## src/rtl/period_meter_pkg.sv

```systemverilog
// period_meter_pkg
// Shared definitions for the period meter: FSM state encoding and default
// sizing constants.
package period_meter_pkg;

    typedef enum logic [1:0] {
        ST_IDLE    = 2'd0,
        ST_ARM     = 2'd1,
        ST_MEASURE = 2'd2
    } state_t;

    localparam int DEF_CNT_W   = 16;
    localparam int DEF_TIMEOUT = 65535;

endpackage

```

## src/rtl/period_meter_sync_edge.sv

```systemverilog
// sync_edge
// Brings an asynchronous level into the clk_in domain with a two-flop
// synchronizer, then compares it against one history flop to produce
// single-cycle edge flags. Rise and fall take the same path, so both flags
// lag the input change by the same 2-3 cycles.
//
// Ports
//   clk_in  in   system clock
//   rst     in   synchronous active-high reset, clears all three flops
//   i_sig   in   asynchronous input level
//   o_sync  out  synchronized level
//   o_rise  out  one-cycle flag, synchronized level went 0 -> 1
//   o_fall  out  one-cycle flag, synchronized level went 1 -> 0
module sync_edge (
    input  logic clk_in,
    input  logic rst,
    input  logic i_sig,
    output logic o_sync,
    output logic o_rise,
    output logic o_fall
);

    logic r_meta;
    logic r_sync;
    logic r_hist;

    always_ff @(posedge clk_in) begin
        if (rst) begin
            r_meta <= 1'b0;
            r_sync <= 1'b0;
            r_hist <= 1'b0;
        end else begin
            r_meta <= i_sig;
            r_sync <= r_meta;
            r_hist <= r_sync;
        end
    end

    assign o_sync = r_sync;
    assign o_rise =  r_sync & ~r_hist;
    assign o_fall = ~r_sync &  r_hist;

endmodule

```

## src/rtl/period_meter.sv

```systemverilog
// period_meter
// Measures the rising-to-rising period and the rising-to-falling high time
// of a slow asynchronous square wave, in clk_in cycles. Intervals longer
// than TIMEOUT cycles produce a timeout pulse instead of a result.
//
//   state      | meaning
//   -----------+--------------------------------------------------------
//   ST_IDLE    | disabled, counters cleared
//   ST_ARM     | waiting for the first rise; counter guards against a dead input
//   ST_MEASURE | counting since the last rise; each new rise yields a result
//
// Ports
//   clk_in     in   system clock, rising edge
//   rst        in   synchronous active-high reset
//   sig_in     in   asynchronous square wave to measure
//   en         in   level-sensitive enable; low forces IDLE
//   period     out  last rising-to-rising interval
//   high_time  out  last rising-to-falling interval
//   valid      out  one-cycle pulse, period/high_time updated this cycle
//   timeout    out  one-cycle pulse, no qualifying edge within TIMEOUT
//   busy       out  high in ARM or MEASURE
module period_meter
    import period_meter_pkg::*;
#(
    parameter int CNT_W   = DEF_CNT_W,
    parameter int TIMEOUT = DEF_TIMEOUT
) (
    input  logic             clk_in,
    input  logic             rst,
    input  logic             sig_in,
    input  logic             en,
    output logic [CNT_W-1:0] period,
    output logic [CNT_W-1:0] high_time,
    output logic             valid,
    output logic             timeout,
    output logic             busy
);

    localparam logic [CNT_W-1:0] CNT_ONE = {{(CNT_W-1){1'b0}}, 1'b1};
    localparam logic [CNT_W-1:0] CNT_TO  = CNT_W'(TIMEOUT);

    state_t           r_state;
    logic [CNT_W-1:0] r_cnt;
    logic [CNT_W-1:0] r_high_cnt;
    logic             r_fall_seen;
    logic [CNT_W-1:0] r_period;
    logic [CNT_W-1:0] r_high_time;
    logic             r_valid;
    logic             r_timeout;

    logic w_sync;
    logic w_rise;
    logic w_fall;
    logic w_fall_low;

    sync_edge u_sync_edge (
        .clk_in (clk_in),
        .rst    (rst),
        .i_sig  (sig_in),
        .o_sync (w_sync),
        .o_rise (w_rise),
        .o_fall (w_fall)
    );

    assign w_fall_low = w_fall & ~w_sync;

    // Counter value at a rise is the interval length because the counter is
    // loaded with 1 in the cycle after the starting rise. A rise always beats
    // the TIMEOUT compare, so an interval of exactly TIMEOUT still measures.
    always_ff @(posedge clk_in) begin
        if (rst) begin
            r_state     <= ST_IDLE;
            r_cnt       <= '0;
            r_high_cnt  <= '0;
            r_fall_seen <= 1'b0;
            r_period    <= '0;
            r_high_time <= '0;
            r_valid     <= 1'b0;
            r_timeout   <= 1'b0;
        end else begin
            r_valid   <= 1'b0;
            r_timeout <= 1'b0;
            if (!en) begin
                r_state     <= ST_IDLE;
                r_cnt       <= '0;
                r_high_cnt  <= '0;
                r_fall_seen <= 1'b0;
            end else begin
                case (r_state)
                    ST_IDLE: begin
                        r_state <= ST_ARM;
                        r_cnt   <= '0;
                    end
                    ST_ARM: begin
                        if (w_rise) begin
                            r_state     <= ST_MEASURE;
                            r_cnt       <= CNT_ONE;
                            r_fall_seen <= 1'b0;
                        end else if (r_cnt == CNT_TO) begin
                            r_timeout <= 1'b1;
                            r_cnt     <= '0;
                        end else begin
                            r_cnt <= r_cnt + CNT_ONE;
                        end
                    end
                    ST_MEASURE: begin
                        if (w_rise) begin
                            r_period    <= r_cnt;
                            r_high_time <= r_fall_seen ? r_high_cnt : r_cnt;
                            r_valid     <= 1'b1;
                            r_cnt       <= CNT_ONE;
                            r_fall_seen <= 1'b0;
                        end else if (r_cnt == CNT_TO) begin
                            r_timeout <= 1'b1;
                            r_state   <= ST_ARM;
                            r_cnt     <= '0;
                        end else begin
                            r_cnt <= r_cnt + CNT_ONE;
                            if (w_fall_low && !r_fall_seen) begin
                                r_high_cnt  <= r_cnt;
                                r_fall_seen <= 1'b1;
                            end
                        end
                    end
                    default: begin
                        r_state <= ST_IDLE;
                        r_cnt   <= '0;
                    end
                endcase
            end
        end
    end

    assign period    = r_period;
    assign high_time = r_high_time;
    assign valid     = r_valid;
    assign timeout   = r_timeout;
    assign busy      = (r_state == ST_ARM) || (r_state == ST_MEASURE);

endmodule
```

## config.mk

```make
export PLATFORM = sky130hd
export DESIGN_NAME = period_meter
export DESIGN_NICKNAME = d
export VERILOG_FILES = /design/src/rtl/period_meter_pkg.sv /design/src/rtl/period_meter_sync_edge.sv /design/src/rtl/period_meter.sv
export SDC_FILE = /design/constraint.sdc
export NUM_CORES = 1
export LEC_CHECK = 0
export ABC_AREA = 1
export CAP_MARGIN = 30
export CORE_MARGIN = 1.5
export CORE_UTILIZATION = 62
export CTS_BUF_LIST = sky130_fd_sc_hd__clkbuf_8
export CTS_CLUSTER_SIZE = 16
export DETAILED_ROUTE_END_ITERATION = 6
export MAX_ROUTING_LAYER = met4
export PLACE_DENSITY = 0.87
export SLEW_MARGIN = 20
export SYNTH_ARGS = -nofsm -noshare
export SYNTH_HDL_FRONTEND = slang
export SYNTH_HIERARCHICAL = 1
export SYNTH_SLANG_ARGS = --single-unit
```

## constraint.sdc

```tcl
create_clock -name clk_in -period 3.5 [get_ports clk_in]
set_clock_uncertainty 0.2 [all_clocks]
set_input_delay 0.35 -clock clk_in [delete_from_list [all_inputs] [get_ports clk_in]]
set_output_delay 0.35 -clock clk_in [all_outputs]
set_load 0.03 [all_outputs]
```

# Word level (Yosys, flattened, before mapping)
# Index checks and enable logic that the tools add are counted.
# totals
regBits	72
in_bits	4
output_inout_bits	35
word_cells	60
# classes
add_sub_neg	1
eq_ne	8
muxes	14
n_bitwise	10
reduce_logical	15
# op_table
operator	n
16-bit by 1-bit adder with 16-bit output (second input constant)	1
16-bit equality test (second input constant)	1
16-bit two-way mux	1
1-bit two-way mux	8
4-bit AND reduction	2
1-bit inverter	7
2-bit two-way mux	3
3-bit by 2-bit inequality test with 1-bit output (second input constant)	2
2-bit case mux with 3 select lines	1
3-bit AND reduction	2
3-bit OR reduction	2
5-bit OR reduction	1
2-bit inequality test (second input constant)	2
2-bit OR reduction	2
4-bit OR reduction	1
1-bit bitwise AND	3
2-bit by 1-bit equality test with 1-bit output (second input constant)	1
2-bit equality test (second input constant)	1
2-bit logical NOT	1
2-bit by 1-bit inequality test with 1-bit output (second input constant)	1
1-bit case mux with 2 select lines	1
2-bit nonzero test	1
1-bit logical AND	1
1-bit logical NOT	1
1-bit logical OR	1

# Logic depth before layout (Yosys ltp)
# depth
word_depth	8
mapped_depth	11
depth_no_buf	10

# Modules after synthesis
# Netlist, hierarchy kept.
# modules_own_cells
mod	n_inst	cells_each	area_per_inst_um2	seq_area_each_um2
period_meter	1	387	3179.3	1381.3
sync_edge	1	12	93.8	60.1

# Worst setup path after synthesis
# Ideal clock, no wire load.
# synth_timing
path_kind	register to register
startpoint	register r_state[0]
endpoint	register r_cnt[5]
setup_ns	0.058
arrival_ns	1.588
setup_slack_ns	1.654
stages_incl_launch_ff	11
path_buffers	1
path_cell_list	dfxtp_1 -> inv_1 -> ha_1 -> nand2_2 -> nor2_2 -> inv_2 -> nor2_4 -> inv_2 -> buf_6 -> a21oi_2 -> o21a_1
# synth_via
elab_chain_cells	4
word_cells_on_any_way	5
classes_between	eq/ne: 2; bitwise: 1; reduce/logical: 2
# synth_lines
element	line_no	source
start: declaration	period_meter.sv:42	state_t r_state;
start signal: assignment	period_meter.sv:72	r_state <= ST_IDLE;
start signal: assignment	period_meter.sv:84	r_state <= ST_IDLE;
start signal: assignment	period_meter.sv:91	r_state <= ST_ARM;
2-bit by 1-bit equality test with 1-bit output / 2-bit equality test (equally long branches)	period_meter.sv:89	case (r_state)
2-bit OR reduction (no line) *	-	
1-bit inverter (no line) *	-	
5-bit OR reduction (no line) *	-	
end signal: assignment	period_meter.sv:103	r_cnt <= r_cnt + CNT_ONE;
end signal: assignment	period_meter.sv:118	r_cnt <= r_cnt + CNT_ONE;
end: declaration	period_meter.sv:43	logic [CNT_W-1:0] r_cnt;
# Every way passes the cells marked *; elsewhere a longest branch is shown, timed or not.
# A chain may end at the register's enable or synchronous reset.

# Worst setup path in the final report
# layout_timing
startpoint	register r_state[0]
endpoint	output busy
# layout_via
elab_chain_cells	2
word_cells_on_any_way	3
classes_between	eq/ne: 2; reduce/logical: 1
# layout_lines
element	line_no	source
2-bit by 1-bit equality test with 1-bit output / 2-bit equality test (equally long branches)	period_meter.sv:138	assign busy = (r_state == ST_ARM) || (r_state == ST_MEASURE);
1-bit logical OR *	period_meter.sv:138	
end: declaration	period_meter.sv:36	output logic busy
# Marked as above.

==> run summary <==
Status: finished, final reports clean
Post-DP Area: 3650 um2
Switch share: 0.231
Final core utilization: 0.754
Hold Violations, Final: 0
Worst EP arrival: 1.81 ns
EDFF count, synth: 0
Lkg Pwr: 0.00131 uW
Peak VDD IR: 0.337 mV
Gr ovfl total: 0
Slew headroom: 0.509
Synth top area share: 0.440
# IOs: 39
Crit path kind: reg -> out
Period Utilization, post-route: 0.674
Power Dens Cells: 408 nW/um2
Routed wire length per instance: 14.0 um
Routed WL: 7.06 mm
Final worst setup slack: 1.14 ns
Internal power: 1210 uW
Clock network power share: 0.422
Hold-fix buffers, CTS: 0
Ys async rst share: 0
RSZ-0062 raised after global routing: no
WP data required: 2.95 ns
Worst R2R Start: u_sync_edge/o_sync$_SDFF_PP0_
Global-route usage over all layers: 0.274
Via density: 5.46
Die Wd: 75.7 um
Clock Tree Buf Depth: 2
Largest net degree at the start of global routing: 50
Clk_lat worst skew: 0.35 ns
Mapped Area: 3270 um2
Fmax: 0.424 GHz
Worst hold path type: reg -> reg
Period minus WS final: 2.36 ns
CP startpoint: r_state[0]$_SDFFE_PP0P_
DRC: 0
CTS H-tree depth: 3
Mapped Nets: 408
Most frequent cell after synthesis: dfxtp_1
End of the critical path: busy
Placeable Area: 5110 um2
Vias in the first global route: 2436
Global placement routability congestion: 0.931
Dominant synthesized flop cell: dfxtp_1
Comb pwr share: 0.052
Cells on worst reg2reg path: 10
Cell variety after synth: 35
Rows: 26
Flops & latches, synth: 72
Register area share after synthesis: 0.440
Clock sinks: 72
TNS Setup: 0 ns
Slew Viols, Final: 0
NumNets Final: 438
Syn_area_per_cell: 8.20 um2
Area contributors post-synth: dfxtp_1, a211oi_1, nand4_1, inv_1, nand2_1
FF-to-FF setup slack: 1.29 ns
Critical Path Start Type: flop
Number of port buffers: 38
Syn-to-layout area delta: 17.7%
Resize count post-CTS: 0
Worst setup EP type: primary output
N_diodes: 0
Routed Antenna Nets: 0
Die area: 5720 um2
First-pass GRT wire length: 11.4 mm
Cell count after synthesis: 399
Initial Util: 0.641
Via count: 2751
Die height: 75.7 um
Initial antenna violation count: 0
CTS Buf Count: 9
Synth area leader: dfxtp_1
Post-DP HPWL: 4.86 mm
Layout cell share with drive strength beyond 1: 0.152
Share of power burned in registers: 0.526
Worst slew pin tran: 0.734 ns
Clock transition at the registers of the reported paths: 0.07 ns
CP max FO: 3
Worst Setup Slack post-DPL: 1.15 ns
Root buffer cell: clkbuf_8
Reg2reg end: r_cnt[9]$_SDFF_PP0_
Initial DRC count: 188
CTS tree: built
# Max-Cap Violations: 0
Drt pass-1 iters: 4
Setup repair bufs after CTS: 0
Overall Power: 1570 uW
Yosys warning total: 6
Post-route cell area: 3850 um2
Net load switching power: 364 uW
Final setup vio count: 0
Commonest cells in the netlist: dfxtp_1, inv_1, nand2_1, nor2_1, nand4_1
## flip-flops by register name, indices dropped and copies added (netlist names)
signal              count
r_state                 2
valid                   1
r_high_cnt             16
period                 16
u_sync_edge/o_sync      1
r_fall_seen             1
u_sync_edge/r_hist      1
high_time              16
r_cnt                  16
u_sync_edge/r_meta      1
timeout                 1
## worst min path at each step
stage / from / endpoint / slack (ns) / depth (start not counted)
final: u_sync_edge/r_meta$_SDFF_PP0_ / u_sync_edge/o_sync$_SDFF_PP0_ / 0.22 / 2
after global routing: u_sync_edge/r_meta$_SDFF_PP0_ / u_sync_edge/o_sync$_SDFF_PP0_ / 0.22 / 2
after CTS: u_sync_edge/r_meta$_SDFF_PP0_ / u_sync_edge/o_sync$_SDFF_PP0_ / 0.21 / 2
after detailed placement: u_sync_edge/r_meta$_SDFF_PP0_ / u_sync_edge/o_sync$_SDFF_PP0_ / 0.20 / 2
after global placement: u_sync_edge/r_meta$_SDFF_PP0_ / u_sync_edge/o_sync$_SDFF_PP0_ / 0.19 / 2
after floorplan: u_sync_edge/r_meta$_SDFF_PP0_ / u_sync_edge/o_sync$_SDFF_PP0_ / 0.19 / 2
## power by group through the flow
stage / Clock [uW] / Combinational (uW) / Sequential [uW]
CTS: 670 / 80.8 / 827
global route: 692 / 89.1 / 828
floorplan: 0 / 59.1 / 848
finish: 665 / 81.2 / 827
detailed placement: 0 / 80.4 / 847
global placement: 0 / 77.5 / 846
## worst max-delay path, cell delays in order, from the launching register on
cell and delay (ns):
dfxtp_1 0.36, inv_1 0.08, ha_1 0.34, clkdlybuf4s50_1 0.69
## layer usage
metal / routed length (um) / track usage / vias to the layer above
met2: 3210 / 0.420 / 80
met4: 148 / 0.119 / 0
met1: 3360 / 0.356 / 1252
met3: 332 / 0.0489 / 14
met5: 0 / - / -
li1: - / - / 1405
## through the flow
step | hold slack, ns | cells
floorplan | 0.188 | 399
global route | 0.225 | 504
detailed placement | 0.204 | 488
finish | 0.218 | 504
CTS | 0.215 | 504
global placement | 0.190 | 487
## logic make-up (layout without fill, tap and decap cells)
family                   Yosys count  count (layout)  synth area share
buffers and inverters             77             112             0.104
AO/OA/AOI/OAI                     87              87             0.172
adder cells (fa/ha/maj)            5               5            0.0191
XOR/XNOR                           2               2           0.00535
flip-flops                        72              72             0.440
AND/OR/NAND/NOR                  156             156             0.259
## layout by cell type (no fill, tap or decap), drive strengths merged
cell,instances
a21oi,44
ha,5
clkbuf,11
nor3,4
nand2,60
clkdlybuf4s50,38
dfxtp,72
o21ai,9
nor2,46
o211ai,1
nand3,8
xor2,2
nand4,35
nor3b,3
inv,52
buf,7
clkinv,3
bufinv,1
o21a,1
a211oi,32
## final cells by class
cell class,instances,area (um2)
tap,70,87.6
clock inverter,5,47.5
clock buffer,11,151
timing repair buffer,45,440
sequential,72,1440
inverter,51,194
multi-input combinational,250,1490
fill,419,1250
Note: power is estimated with default switching activity, not from simulation.
